[src/rtl/uart_loader.sv]
// Serial bootloader sequencer: parses SYNC/ADDR/LEN/DATA/CHK frames from a byte stream and issues 32-bit memory writes.
// Latency: 4th data byte handshake -> mem_valid next cycle; CHK byte handshake -> done/error next cycle.
// Backpressure: rx_ready drops while a write waits for mem_ready and on the done/error cycle; no wait limit on mem_ready.
module uart_loader #(
    parameter int          ADDR_W  = 32,
    parameter logic [7:0]  SYNC    = 8'hA5,
    parameter int          TIMEOUT = 1000000
) (
    input  logic              clk,
    input  logic              rst,
    input  logic [7:0]        rx_data,
    input  logic              rx_valid,
    output logic              rx_ready,
    output logic [ADDR_W-1:0] mem_addr,
    output logic [31:0]       mem_wdata,
    output logic              mem_valid,
    input  logic              mem_ready,
    output logic              busy,
    output logic              done,
    output logic              error,
    output logic              cpu_rst
);

    localparam int GW = $clog2(TIMEOUT + 1);

    typedef enum logic [2:0] {
        S_IDLE,
        S_ADDR,
        S_LEN,
        S_DATA,
        S_WRITE,
        S_CHK
    } state_t;

    state_t            r_state;
    logic              r_rx_ready;
    logic [ADDR_W-1:0] r_addr;
    logic [31:0]       r_wdata;
    logic              r_mem_valid;
    logic              r_busy;
    logic              r_done;
    logic              r_error;
    logic              r_cpu_rst;
    logic [31:0]       r_word;     // byte shifter shared by ADDR, LEN and DATA fields
    logic [1:0]        r_bcnt;
    logic [15:0]       r_wcnt;
    logic [7:0]        r_csum;
    logic [GW-1:0]     r_gap;

    logic              w_acc;
    logic [31:0]       w_word_nxt;
    logic [ADDR_W-1:0] w_addr_in;
    logic              w_rx_state;
    logic              w_gap_exp;

    // Bytes arrive LSB first, so each new byte enters at the top of the shifter.
    assign w_acc      = rx_valid & r_rx_ready;
    assign w_word_nxt = {rx_data, r_word[31:8]};
    assign w_addr_in  = ADDR_W'(w_word_nxt);
    assign w_rx_state = (r_state == S_ADDR) || (r_state == S_LEN) ||
                        (r_state == S_DATA) || (r_state == S_CHK);
    assign w_gap_exp  = (r_gap == GW'(TIMEOUT - 1));

    // Frame sequencer: parsing, write issue, checksum verdict and inter-byte timeout.
    always_ff @(posedge clk) begin
        if (rst) begin
            r_state     <= S_IDLE;
            r_rx_ready  <= 1'b0;
            r_addr      <= '0;
            r_wdata     <= '0;
            r_mem_valid <= 1'b0;
            r_busy      <= 1'b0;
            r_done      <= 1'b0;
            r_error     <= 1'b0;
            r_cpu_rst   <= 1'b0;
            r_word      <= '0;
            r_bcnt      <= '0;
            r_wcnt      <= '0;
            r_csum      <= '0;
            r_gap       <= '0;
        end else begin
            r_done  <= 1'b0;
            r_error <= 1'b0;
            case (r_state)
                S_IDLE: begin
                    r_rx_ready <= 1'b1;
                    if (w_acc && rx_data == SYNC) begin
                        r_state   <= S_ADDR;
                        r_bcnt    <= '0;
                        r_csum    <= '0;
                        r_gap     <= '0;
                        r_cpu_rst <= 1'b1;
                        r_busy    <= 1'b1;
                    end
                end
                S_ADDR: begin
                    if (w_acc) begin
                        r_word <= w_word_nxt;
                        r_gap  <= '0;
                        r_bcnt <= r_bcnt + 2'd1;
                        if (r_bcnt == 2'd3) begin
                            r_addr  <= w_addr_in & ~ADDR_W'(3);
                            r_bcnt  <= '0;
                            r_state <= S_LEN;
                        end
                    end
                end
                S_LEN: begin
                    if (w_acc) begin
                        r_word <= w_word_nxt;
                        r_gap  <= '0;
                        r_bcnt <= r_bcnt + 2'd1;
                        if (r_bcnt == 2'd1) begin
                            // Two bytes shifted in land in the top half of the shifter.
                            r_bcnt <= '0;
                            r_wcnt <= w_word_nxt[31:16];
                            r_state <= (w_word_nxt[31:16] == 16'd0) ? S_CHK : S_DATA;
                        end
                    end
                end
                S_DATA: begin
                    if (w_acc) begin
                        r_word <= w_word_nxt;
                        r_csum <= r_csum ^ rx_data;
                        r_gap  <= '0;
                        r_bcnt <= r_bcnt + 2'd1;
                        if (r_bcnt == 2'd3) begin
                            r_bcnt      <= '0;
                            r_wdata     <= w_word_nxt;
                            r_mem_valid <= 1'b1;
                            r_rx_ready  <= 1'b0;
                            r_state     <= S_WRITE;
                        end
                    end
                end
                S_WRITE: begin
                    if (mem_ready) begin
                        r_mem_valid <= 1'b0;
                        r_addr      <= r_addr + ADDR_W'(4);
                        r_wcnt      <= r_wcnt - 16'd1;
                        r_rx_ready  <= 1'b1;
                        r_gap       <= '0;
                        r_state     <= (r_wcnt == 16'd1) ? S_CHK : S_DATA;
                    end
                end
                S_CHK: begin
                    if (w_acc) begin
                        r_done     <= (rx_data == r_csum);
                        r_error    <= (rx_data != r_csum);
                        r_cpu_rst  <= 1'b0;
                        r_busy     <= 1'b0;
                        r_rx_ready <= 1'b0;
                        r_state    <= S_IDLE;
                    end
                end
                default: r_state <= S_IDLE;
            endcase

            // Silence inside a frame: abort, dropping any partial word.
            if (w_rx_state && !w_acc) begin
                if (w_gap_exp) begin
                    r_error    <= 1'b1;
                    r_cpu_rst  <= 1'b0;
                    r_busy     <= 1'b0;
                    r_rx_ready <= 1'b0;
                    r_bcnt     <= '0;
                    r_state    <= S_IDLE;
                end else begin
                    r_gap <= r_gap + GW'(1);
                end
            end
        end
    end

    assign rx_ready  = r_rx_ready;
    assign mem_addr  = r_addr;
    assign mem_wdata = r_wdata;
    assign mem_valid = r_mem_valid;
    assign busy      = r_busy;
    assign done      = r_done;
    assign error     = r_error;
    assign cpu_rst   = r_cpu_rst;

endmodule
[config.mk]
export PLATFORM = sky130hd
export DESIGN_NAME = uart_loader
export DESIGN_NICKNAME = d
export VERILOG_FILES = /design/src/rtl/uart_loader.sv
export SDC_FILE = /design/constraint.sdc
export NUM_CORES = 1
export LEC_CHECK = 0
export ABC_CLOCK_PERIOD_IN_PS = 2300
export CELL_PAD_IN_SITES_DETAIL_PLACEMENT = 1
export CELL_PAD_IN_SITES_GLOBAL_PLACEMENT = 2
export CORE_ASPECT_RATIO = 2
export CORE_UTILIZATION = 32
export DETAILED_ROUTE_END_ITERATION = 8
export GPL_TIMING_DRIVEN = 0
export MAX_ROUTING_LAYER = met4
export PLACE_DENSITY_LB_ADDON = 0.1
export SYNTH_ARGS = -nofsm -noshare
export SYNTH_HDL_FRONTEND = slang
export SYNTH_SLANG_ARGS = --single-unit
[constraint.sdc]
create_clock -name clk -period 2.3 [get_ports clk]
set_input_delay 0.23 -clock clk [delete_from_list [all_inputs] [get_ports clk]]
set_output_delay 0.23 -clock clk [all_outputs]
set_load 0.02 [all_outputs]
# ---- Yosys cells after proc, flatten, opt, wreduce, memory -nomap -nowiden
# Index checks and enable logic that the tools add are counted.
dict set report word_totals {
  word_cells 127
  register_bits 151
  output_inout_bits 70
  input_bits 12
}
dict set report op_classes {
  muxes 64
  bitwise 4
  add_sub_neg 4
  reduce_logical 21
  eq_ne 20
}
# op n
set op_table {}
lappend op_table {{$mux W20} 5}
lappend op_table {{$mux W32} 3}
lappend op_table {{$pmux W32 S2} 1}
lappend op_table {{$pmux W20 S3} 1}
lappend op_table {{$mux W16} 3}
lappend op_table {{$mux W3} 13}
lappend op_table {{$add A32 B3 Y32 const B} 1}
lappend op_table {{$pmux W16 S2} 1}
lappend op_table {{$mux W1} 21}
lappend op_table {{$add A20 B1 Y20 const B} 1}
lappend op_table {{$eq A20 B20 Y1 const B} 1}
lappend op_table {{$pmux W3 S6} 1}
lappend op_table {{$eq A16 B1 Y1 const B} 1}
lappend op_table {{$logic_not A16 Y1} 1}
lappend op_table {{$mux W8} 2}
lappend op_table {{$pmux W8 S2} 1}
lappend op_table {{$sub A16 B1 Y16 const B} 1}
lappend op_table {{$mux W2} 7}
lappend op_table {{$reduce_and A4 Y1} 3}
lappend op_table {{$ne A2 B2 Y1 const B} 5}
lappend op_table {{$eq A8 B8 Y1} 1}
lappend op_table {{$eq A8 B8 Y1 const B} 1}
lappend op_table {{$ne A8 B8 Y1} 1}
lappend op_table {{$reduce_bool A2 Y1} 4}
lappend op_table {{21 further kinds} 33}

# ---- Depth between registers and ports, before layout
# Gate-level depths: netlist of run 1.
dict set report logic_depth {
  word_depth 7
  depth_mapped 9
}

# ---- Least setup slack after synthesis of run 1
# OpenSTA, ideal clock, no wires.
dict set report synth_timing {
  path_kind {reg-to-reg}
  start {register r_addr[2] (netlist: mem_addr[2])}
  end {register r_addr[24] (netlist: mem_addr[24])}
  arrival_time_ps 2171
  synth_period_minus_slack_ps 2239
  path_stages_with_launch 8
  setup_ps 67
  slack_ps 61
  n_path_buf 1
  path_cell_list {dfxtp_1 > ha_1 > nand3_1 > or4_1 > buf_2 > or4_4 > a21o_1 > a21oi_2}
}
dict set report synth_between {
  elab_chain_cells 3
}
# element line_no
set synth_lines {}
lappend synth_lines {{from (decl)} 37} ;# logic [ADDR_W-1:0] r_addr;
lappend synth_lines {{from (signal assigned)} 102} ;# r_addr <= w_addr_in & ~ADDR_W'(3);
lappend synth_lines {{from (signal assigned)} 139} ;# r_addr <= r_addr + ADDR_W'(4);
lappend synth_lines {{$add A32 B3 Y32} 139}
lappend synth_lines {{$mux W32} 137} ;# if (mem_ready) begin
lappend synth_lines {{$pmux W32 S2} 84} ;# case (r_state)
# No other way between the ends. The select of a mux whose other input is x is not followed.
# A chain may end at the register's enable or synchronous reset.

# ---- Worst setup path in the final report of run 1
dict set report layout_timing {
  start {register r_addr[8] (netlist: mem_addr[8])}
  end {register r_addr[24] (netlist: mem_addr[24])}
}
# The elaborated chain is that of the path after synthesis.

==> summary.txt, run 1 <==
Setup path
  – CP Launch Type: flip-flop
  – Setup CP Type: flip-flop to flip-flop
  – Critical path required time: 2.68 ns
  – R2r startpoint: mem_addr[8]$_SDFFE_PP0P_
  – Crit-path max FO: 8
  – Crit path DAT: 2.60 ns
  – CP startpoint: mem_addr[8]$_SDFFE_PP0P_
  – Crit end category: flip-flop

Detailed routing
  – Vias: 7352
  – Final wirelength: 29100 µm
  – DR iter-0 viols: 310
  – Final ANT Viol Nets: 0
  – Via density: 5.66
  – Avg WL per Cell: 22.4 µm
  – Drc violations: 0
  – Initial DRT Pass Iterations: 5

Cells and area
  – Antenna Cells: 0
  – Design area: 8870 µm²
  – Layout cells sized above 1: 11.4%
  – Final Net Count: 1035
  – Fillers: 2595
  – Area growth, synth to finish: 28.1%
  – Post-layout util: 42.0%

Global route
  – Largest net degree at the start of global routing: 17
  – Initial antenna violation count: 0
  – Grt ovf: 0
  – Overall Global Routing Usage: 27.8%
  – First-pass GRT wire length: around 44000 µm
  – Vias in the first global route: between 7000 and 8000

STA
  – Least-Margin Pin Slew: about 0.86 ns
  – Minimum clock period: 2.22 ns
  – Skew final: 0.0104 ns
  – Fmax: 451 MHz
  – Slew margin rel.: 42.6%
  – Final period utilization: 96.3%
  – RSZ-0062 raised after global routing: no
  – Final setup violation count: 0
  – Final hold vios: 0
  – Slew Limit Fails: 0

Yosys
  – Post-synth ARST share: 0%
  – Register area share after synthesis: 40.8%
  – Top-count cell post-synth: nand2_1
  – #FFs+latches synth: 141
  – Leading area contributor after synthesis: dfxtp_1
  – Synth top area cells: dfxtp_1 (41%), a21oi_1 (9.1%), nand2_1 (9.1%)
  – Post-synth top flop: dfxtp_1
  – Mean Syn Cell Area: about 7.5 µm²
  – Top post-synthesis cells by count: nand2_1 (167), dfxtp_1 (141), a21oi_1 (126)
  – Ys Warns: 0
  – Netlist cell types: 66
  – Syn Inst Count: 917
  – Cell area after technology mapping: 6920 µm²
  – Synth top area share: 40.8%
  – Number of synthesized flops with an enable pin: 0

Power
  – Switch Pwr: 1.35 mW
  – Power, Total: 5.37 mW
  – Switching portion of total power: 25.2%
  – PwrDens: a little over 600 nW/µm²
  – Leak: between 2 and 3 nW
  – Clock share of power: 51.1%
  – Comb power frac: roughly 3.4%
  – Max rail drop VDD: 0.000464 V
  – Seq pwr share: 45.5%
  – Internal power: 4.02 mW

Clock network
  – CTS Buf Count: 17
  – Max Buffers Root-to-Sink: 2
  – Cts hold-fix bufs: 0
  – Clk Latency, worst-skew pair: 0.45 ns
  – Clk pin slew, worst setup/hold paths: 0.06 ns
  – CTS Sinks: 141
  – H-tree depth: 4
  – Root cell of the clock tree: clkbuf_16
  – CTS tree: done

Floorplanning
  – Die Y: 210 µm
  – Starting Density: 32.8%
  – FP Rows: 75
  – Core Region: about 21000 µm²
  – Die extent in x: about 110 µm
  – Die Area: 22300 µm²
  – # IOs: 82

Worst hold path
  – Hold crit path type: primary input to flip-flop
  – Hold path start: rx_data[0]

Run status
  – Status: complete, no violations

Job
  – Number of max-cap violations: 0

Placed design
  – Placed Instance Area: 8040 µm²
  – Port bufs: 78
  – DP HPWL: about 22000 µm
  – GP Congestion: 0.837
## metrics by stage
stage	setup slack [ns]	setup TNS, ns	std cells	hold slack (ns)
floorplan	0.0613	0	918	0.366
global route	0.000615	0	1298	0.328
detailed placement	-0.620	-49.36	1265	0.447
CTS	0.00416	0	1297	0.276
global placement	-0.616	-47.63	1265	0.445
finish	0.0849	0	1298	0.288
## critical path, stage by stage, from the launching register on
cell and delay (ns):
dfxtp_1 0.33, buf_4 0.16, nand4_4 0.12, or4_1 0.54, buf_2 0.19, or4_4 0.50
a21o_1 0.18, a21oi_2 0.12
## state kept, by name (all words and copies together), names as in the netlist
register,cells
mem_addr,30
r_word,24
r_wcnt,16
r_csum,8
r_bcnt,2
r_gap,20
mem_valid,1
done,1
r_state,3
mem_wdata,32
cpu_rst,1
rx_ready,1
busy,1
error,1
## per-layer routing
metal	up-vias	part of all wire [%]	GRT usage (%)
met5	-	0	-
met4	0	4.2	14.9
met3	59	3.1	3.87
met2	167	54	51.3
met1	3633	38	27.9
li1	3493	-	-
## repair_timing
action,CTS,global route
setup buffers,5,1
setup endpoints to repair,132,75
pin swaps,2,0
resized for setup,40,29
## cell usage in the layout, fill, tap and decap left out, types with 5 or more instances in the layout
cell | netlist | layout
nand2_1 | 167 | 165
dfxtp_1 | 141 | 136
a21oi_1 | 126 | 126
clkdlybuf4s50_1 | 0 | 77
nor2_1 | 74 | 70
o21ai_0 | 37 | 37
clkbuf_1 | 55 | 33
nand3_1 | 34 | 32
nand4_1 | 23 | 23
nor3_1 | 25 | 20
nor2b_1 | 18 | 17
clkbuf_16 | 0 | 17
clkbuf_2 | 0 | 16
inv_1 | 15 | 15
and3_1 | 15 | 15
nor4_1 | 17 | 11
or2_2 | 9 | 9
buf_4 | 2 | 9
a211oi_1 | 9 | 9
o31ai_1 | 9 | 9
a31oi_1 | 7 | 7
a2bb2oi_1 | 7 | 7
nor3b_1 | 6 | 6
or4_1 | 6 | 6
o22ai_1 | 6 | 6
mux2i_1 | 6 | 6
ha_1 | 7 | 6
o211ai_1 | 5 | 5
and2_1 | 5 | 5
dfxtp_2 | 0 | 5
## area by class of cell
cell class,instances,area [µm²],area share (%)
flip-flops and latches,141,2830,31.9
clock inverters,14,134,1.51
inverters,15,56.3,0.635
well taps,269,337,3.80
plain buffers,59,265,2.99
multi-input cells,698,3980,44.9
repair buffers,84,828,9.34
clock buffers,18,439,4.95
## logic make-up after synthesis
group	Yosys count	synth area share, %
and+or+nand+nor	425	29.7
buffers and inverters	79	4.48
adders and majority gates	7	1.27
muxes	10	1.52
xor gates and xnor gates	3	0.380
other	1	0.0542
DFF	141	40.8
AOI/OAI and AO/OA	251	21.9
## path summary, 6_finish.rpt
path,to,cells past startpoint,slack [ns]
min,mem_wdata[24]$_SDFFE_PP0P_,3,0.29
max reg2reg,mem_addr[24]$_SDFFE_PP0P_,7,0.08
max,mem_addr[24]$_SDFFE_PP0P_,7,0.08
min reg2reg,cpu_rst$_SDFF_PP0_,2,0.45
## power groups by stage
stage               registers, mW  logic, mW  clock network [mW]
finish                       2.44      0.182                2.75
CTS                          2.44      0.181                2.80
global placement             2.50      0.179                   0
floorplan                    2.50     0.0786                   0
global route                 2.44      0.192                2.90
detailed placement           2.50      0.180                   0
No activity file was read; power rests on OpenSTA's default activity.
==> run 2: changes to the inputs <==
--- a/config.mk
+++ b/config.mk
@@ -5,11 +5,11 @@
 export SDC_FILE = /design/constraint.sdc
 export NUM_CORES = 1
 export LEC_CHECK = 0
-export ABC_CLOCK_PERIOD_IN_PS = 2300
+export ABC_CLOCK_PERIOD_IN_PS = 1800
 export CELL_PAD_IN_SITES_DETAIL_PLACEMENT = 1
 export CELL_PAD_IN_SITES_GLOBAL_PLACEMENT = 2
 export CORE_ASPECT_RATIO = 2
-export CORE_UTILIZATION = 32
+export CORE_UTILIZATION = 29
 export DETAILED_ROUTE_END_ITERATION = 8
 export GPL_TIMING_DRIVEN = 0
 export MAX_ROUTING_LAYER = met4
==> constraint.sdc (replaced) <==
create_clock -name clk -period 1.8 [get_ports clk]
set_input_delay 0.18 -clock clk [delete_from_list [all_inputs] [get_ports clk]]
set_output_delay 0.18 -clock clk [all_outputs]
set_load 0.02 [all_outputs]
==> run 2 against run 1 <==
  * The run now ends with DRC, setup timing left
  * Critical path depth is 1 lower
  * Final area rose by 19%
  * Register-to-register slack worse by 0.27 ns
  * Utilization rose by 3.1 points
  * Sequential cell count unchanged
  * Critical endpoint unchanged
  * Largest power group unchanged
==> summary.txt, run 2 (synthesis gave the netlist of run 1 again) <==
STA
  – Least-Margin Pin Slew: 0.716 ns (was 0.861 ns)
  – Final setup violation count: 28 (was 0)
  – Setup TNS: -2.00 ns (was 0 ns)
  – Fmax: 504 MHz (was 451 MHz)
  – Slew Limit Fails: 0 (unchanged)
  – Worst hold slack: 0.245 ns (was 0.288 ns)
  – Skew final: 0.00935 ns (was 0.0104 ns)
  – RSZ-0062 raised after global routing: yes (was no)
  – Final hold vios: 0 (unchanged)
  – Final period utilization: 110% (was 96.3%)
  – Minimum clock period: 1.98 ns (was 2.22 ns)
  – Slew margin rel.: 52.3% (was 42.6%)
  – Final WS setup: -0.184 ns (was 0.0849 ns)

Clock network
  – CTS tree: done (unchanged)
  – Max Buffers Root-to-Sink: 2 (unchanged)
  – CTS Buf Count: 17 (unchanged)
  – H-tree depth: 4 (unchanged)
  – Root cell of the clock tree: clkbuf_16 (unchanged)
  – CTS Sinks: 141 (unchanged)
  – Clk pin slew, worst setup/hold paths: 0.07 ns (was 0.06 ns)
  – Cts hold-fix bufs: 0 (unchanged)
  – Clk Latency, worst-skew pair: 0.46 ns (was 0.45 ns)

Setup path
  – Crit end category: flip-flop (unchanged)
  – Worst path bufs/invs: 0 (was 2)
  – Delay-heaviest family, CP: simple AND/OR/NAND/NOR gates (unchanged)
  – Crit path DAT: 2.38 ns (was 2.60 ns)
  – Crit-path max FO: 4 (was 8)
  – Setup CP Type: flip-flop to flip-flop (unchanged)
  – CP cell instances: ha_4 > nand3_4 > or4_4 > or4_4 > a21o_1 > a21oi_2 (was buf_4 > nand4_4 > or4_1 > buf_2 > or4_4 > a21o_1 > a21oi_2)
  – CP Launch Type: flip-flop (unchanged)
  – Worst path slowest cell: or4_4 (was or4_1)
  – Max incr delay on CP: 0.52 ns (was 0.54 ns)
  – Critical path required time: 2.19 ns (was 2.68 ns)
  – Critical path's most frequent cell: or4_4

Cells and area
  – Most frequent cells in the layout: nand2_1 (159), dfxtp_1 (113), a21oi_1 (112), buf_4 (85), clkdlybuf4s50_1 (68) (was nand2_1 (165), dfxtp_1 (136), a21oi_1 (126), clkdlybuf4s50_1 (77), nor2_1 (70))
  – Design area: 10500 µm² (was 8870 µm²)
  – Antenna Cells: 0 (unchanged)
  – Post-route non-filler standard cell count: 1400 (was 1298)
  – Post-layout util: 45.1% (was 42.0%)
  – Layout cells sized above 1: 30.3% (was 11.4%)
  – Area growth, synth to finish: 52.1% (was 28.1%)
  – Commonest non-fill, non-tap cell in the layout: nand2_1 (unchanged)
  – Number of flip-flops in the largest register: 32 (unchanged)
  – Final Net Count: 1123 (was 1035)

Detailed routing
  – Final wirelength: 32300 µm (was 29100 µm)
  – Avg WL per Cell: 23.1 µm (was 22.4 µm)
  – WL met2: 17200 µm (was 15800 µm)
  – Via density: 5.62 (was 5.66)
  – M1 wire length: 12400 µm (was 11100 µm)
  – DR iter-0 viols: 256 (was 310)
  – Final ANT Viol Nets: 0 (unchanged)
  – Met3 routed wirelength: 879 µm (was 909 µm)
  – Top Metal Used: met4 (unchanged)
  – Vias: 7866 (was 7352)
  – Initial DRT Pass Iterations: 6 (was 5)
  – Drc violations: 20 (was 0)

Floorplanning
  – Starting Density: 29.7% (was 32.8%)
  – Core Region: 23300 µm² (was 21100 µm²)
  – FP Rows: 79 (was 75)
  – Die extent in x: 111 µm (was 106 µm)
  – Die Y: 221 µm (was 210 µm)
  – Die Area: 24500 µm² (was 22300 µm²)
  – # IOs: 82 (unchanged)

Worst hold path
  – Hold crit path type: primary input to flip-flop (unchanged)

Power
  – Leak: 3.74 nW (was 2.90 nW)
  – Max rail drop VDD: 0.000413 V (was 0.000464 V)
  – PwrDens: 671 nW/µm² (was 606 nW/µm²)
  – Power, Total: 7.07 mW (was 5.37 mW)

Placed design
  – Placed Instance Area: 8260 µm² (was 8040 µm²)
  – Dpl cells: 1280 (was 1265)
  – Port bufs: 78 (unchanged)
  – DP HPWL: 22300 µm (was 21700 µm)
  – Worst slack at placement: -0.998 ns (was -0.620 ns)
  – GP Congestion: 0.833 (was 0.837)

Run status
  – Status: finished with violations (was complete, no violations)
  – Violated checks: DRC, setup timing

Job
  – Number of max-cap violations: 0 (unchanged)

Global route
  – Grt ovf: 0 (unchanged)
  – Overall Global Routing Usage: 27.4% (was 27.8%)
  – Initial antenna violation count: 0 (unchanged)
  – Vias in the first global route: 7998 (was 7613)
  – Largest net degree at the start of global routing: 17 (unchanged)
  – First-pass GRT wire length: 48300 µm (was 44200 µm)
-- run 2: changes by cell type in the layout (fill, tap and decap cells not counted), sizes merged --
cell,change
buf,+103
clkbuf,-15
clkdlybuf4s50,-9
dlygate4sd2,+6
dlymetal6s2s,+3
bufinv,+1
clkinv,-1
clkinvlp,-1
inv,+1
-- run 2: repair_timing --
action	4_1_cts	5_1_grt
pin swaps	28	55
gates resized for setup	151	133
gates cloned	2	2
setup endpoints to repair	143	130
buffers inserted	52	45
-- run 2: routing by layer --
layer  track usage [%]  up-vias
li1                  -     3671
met2              49.9      181
met1              27.6     3928
met5                 -        -
met4              17.4        0
met3              3.81       86
-- run 2: final cells by class --
| class | count | area (µm²) |
|---|---|---|
| inverters | 15 | 56.3 |
| well taps | 283 | 354 |
| multi-input cells | 698 | 4550 |
| flip-flops and latches | 141 | 2890 |
| plain buffers | 52 | 417 |
| fillers | 2725 | 12800 |
| clock buffers | 18 | 439 |
| clock inverters | 14 | 158 |
| repair buffers | 179 | 1660 |
-- run 2: path summary, 6_finish.rpt --
path / start / endpoint / slack, ns / depth (start not counted)
max: mem_addr[2]$_SDFFE_PP0P_ / mem_addr[24]$_SDFFE_PP0P_ / -0.18 / 6
min: rx_data[7] / r_word[31]$_SDFFE_PP0P_ / 0.25 / 3
max reg2reg: mem_addr[2]$_SDFFE_PP0P_ / mem_addr[24]$_SDFFE_PP0P_ / -0.18 / 6
min reg2reg: mem_wdata[22]$_SDFFE_PP0P_ / mem_wdata[22]$_SDFFE_PP0P_ / 0.45 / 2
-- run 2: where the power goes --
| part | internal [mW] | switching [mW] | total (mW) |
|---|---|---|---|
| registers | 3.10 | 0.00340 | 3.11 |
| clock network | 2.10 | 1.59 | 3.70 |
| logic | 0.0755 | 0.193 | 0.269 |
| total | 5.28 | 1.79 | 7.07 |
-- run 2: worst register-to-register path, delay by kind of cell, from the launching register on --
family                     cells  cell delay, ns
and+or+nand+nor                3            1.11
DFF                            1            0.37
AOI/OAI and AO/OA              2            0.28
adders and majority gates      1            0.16
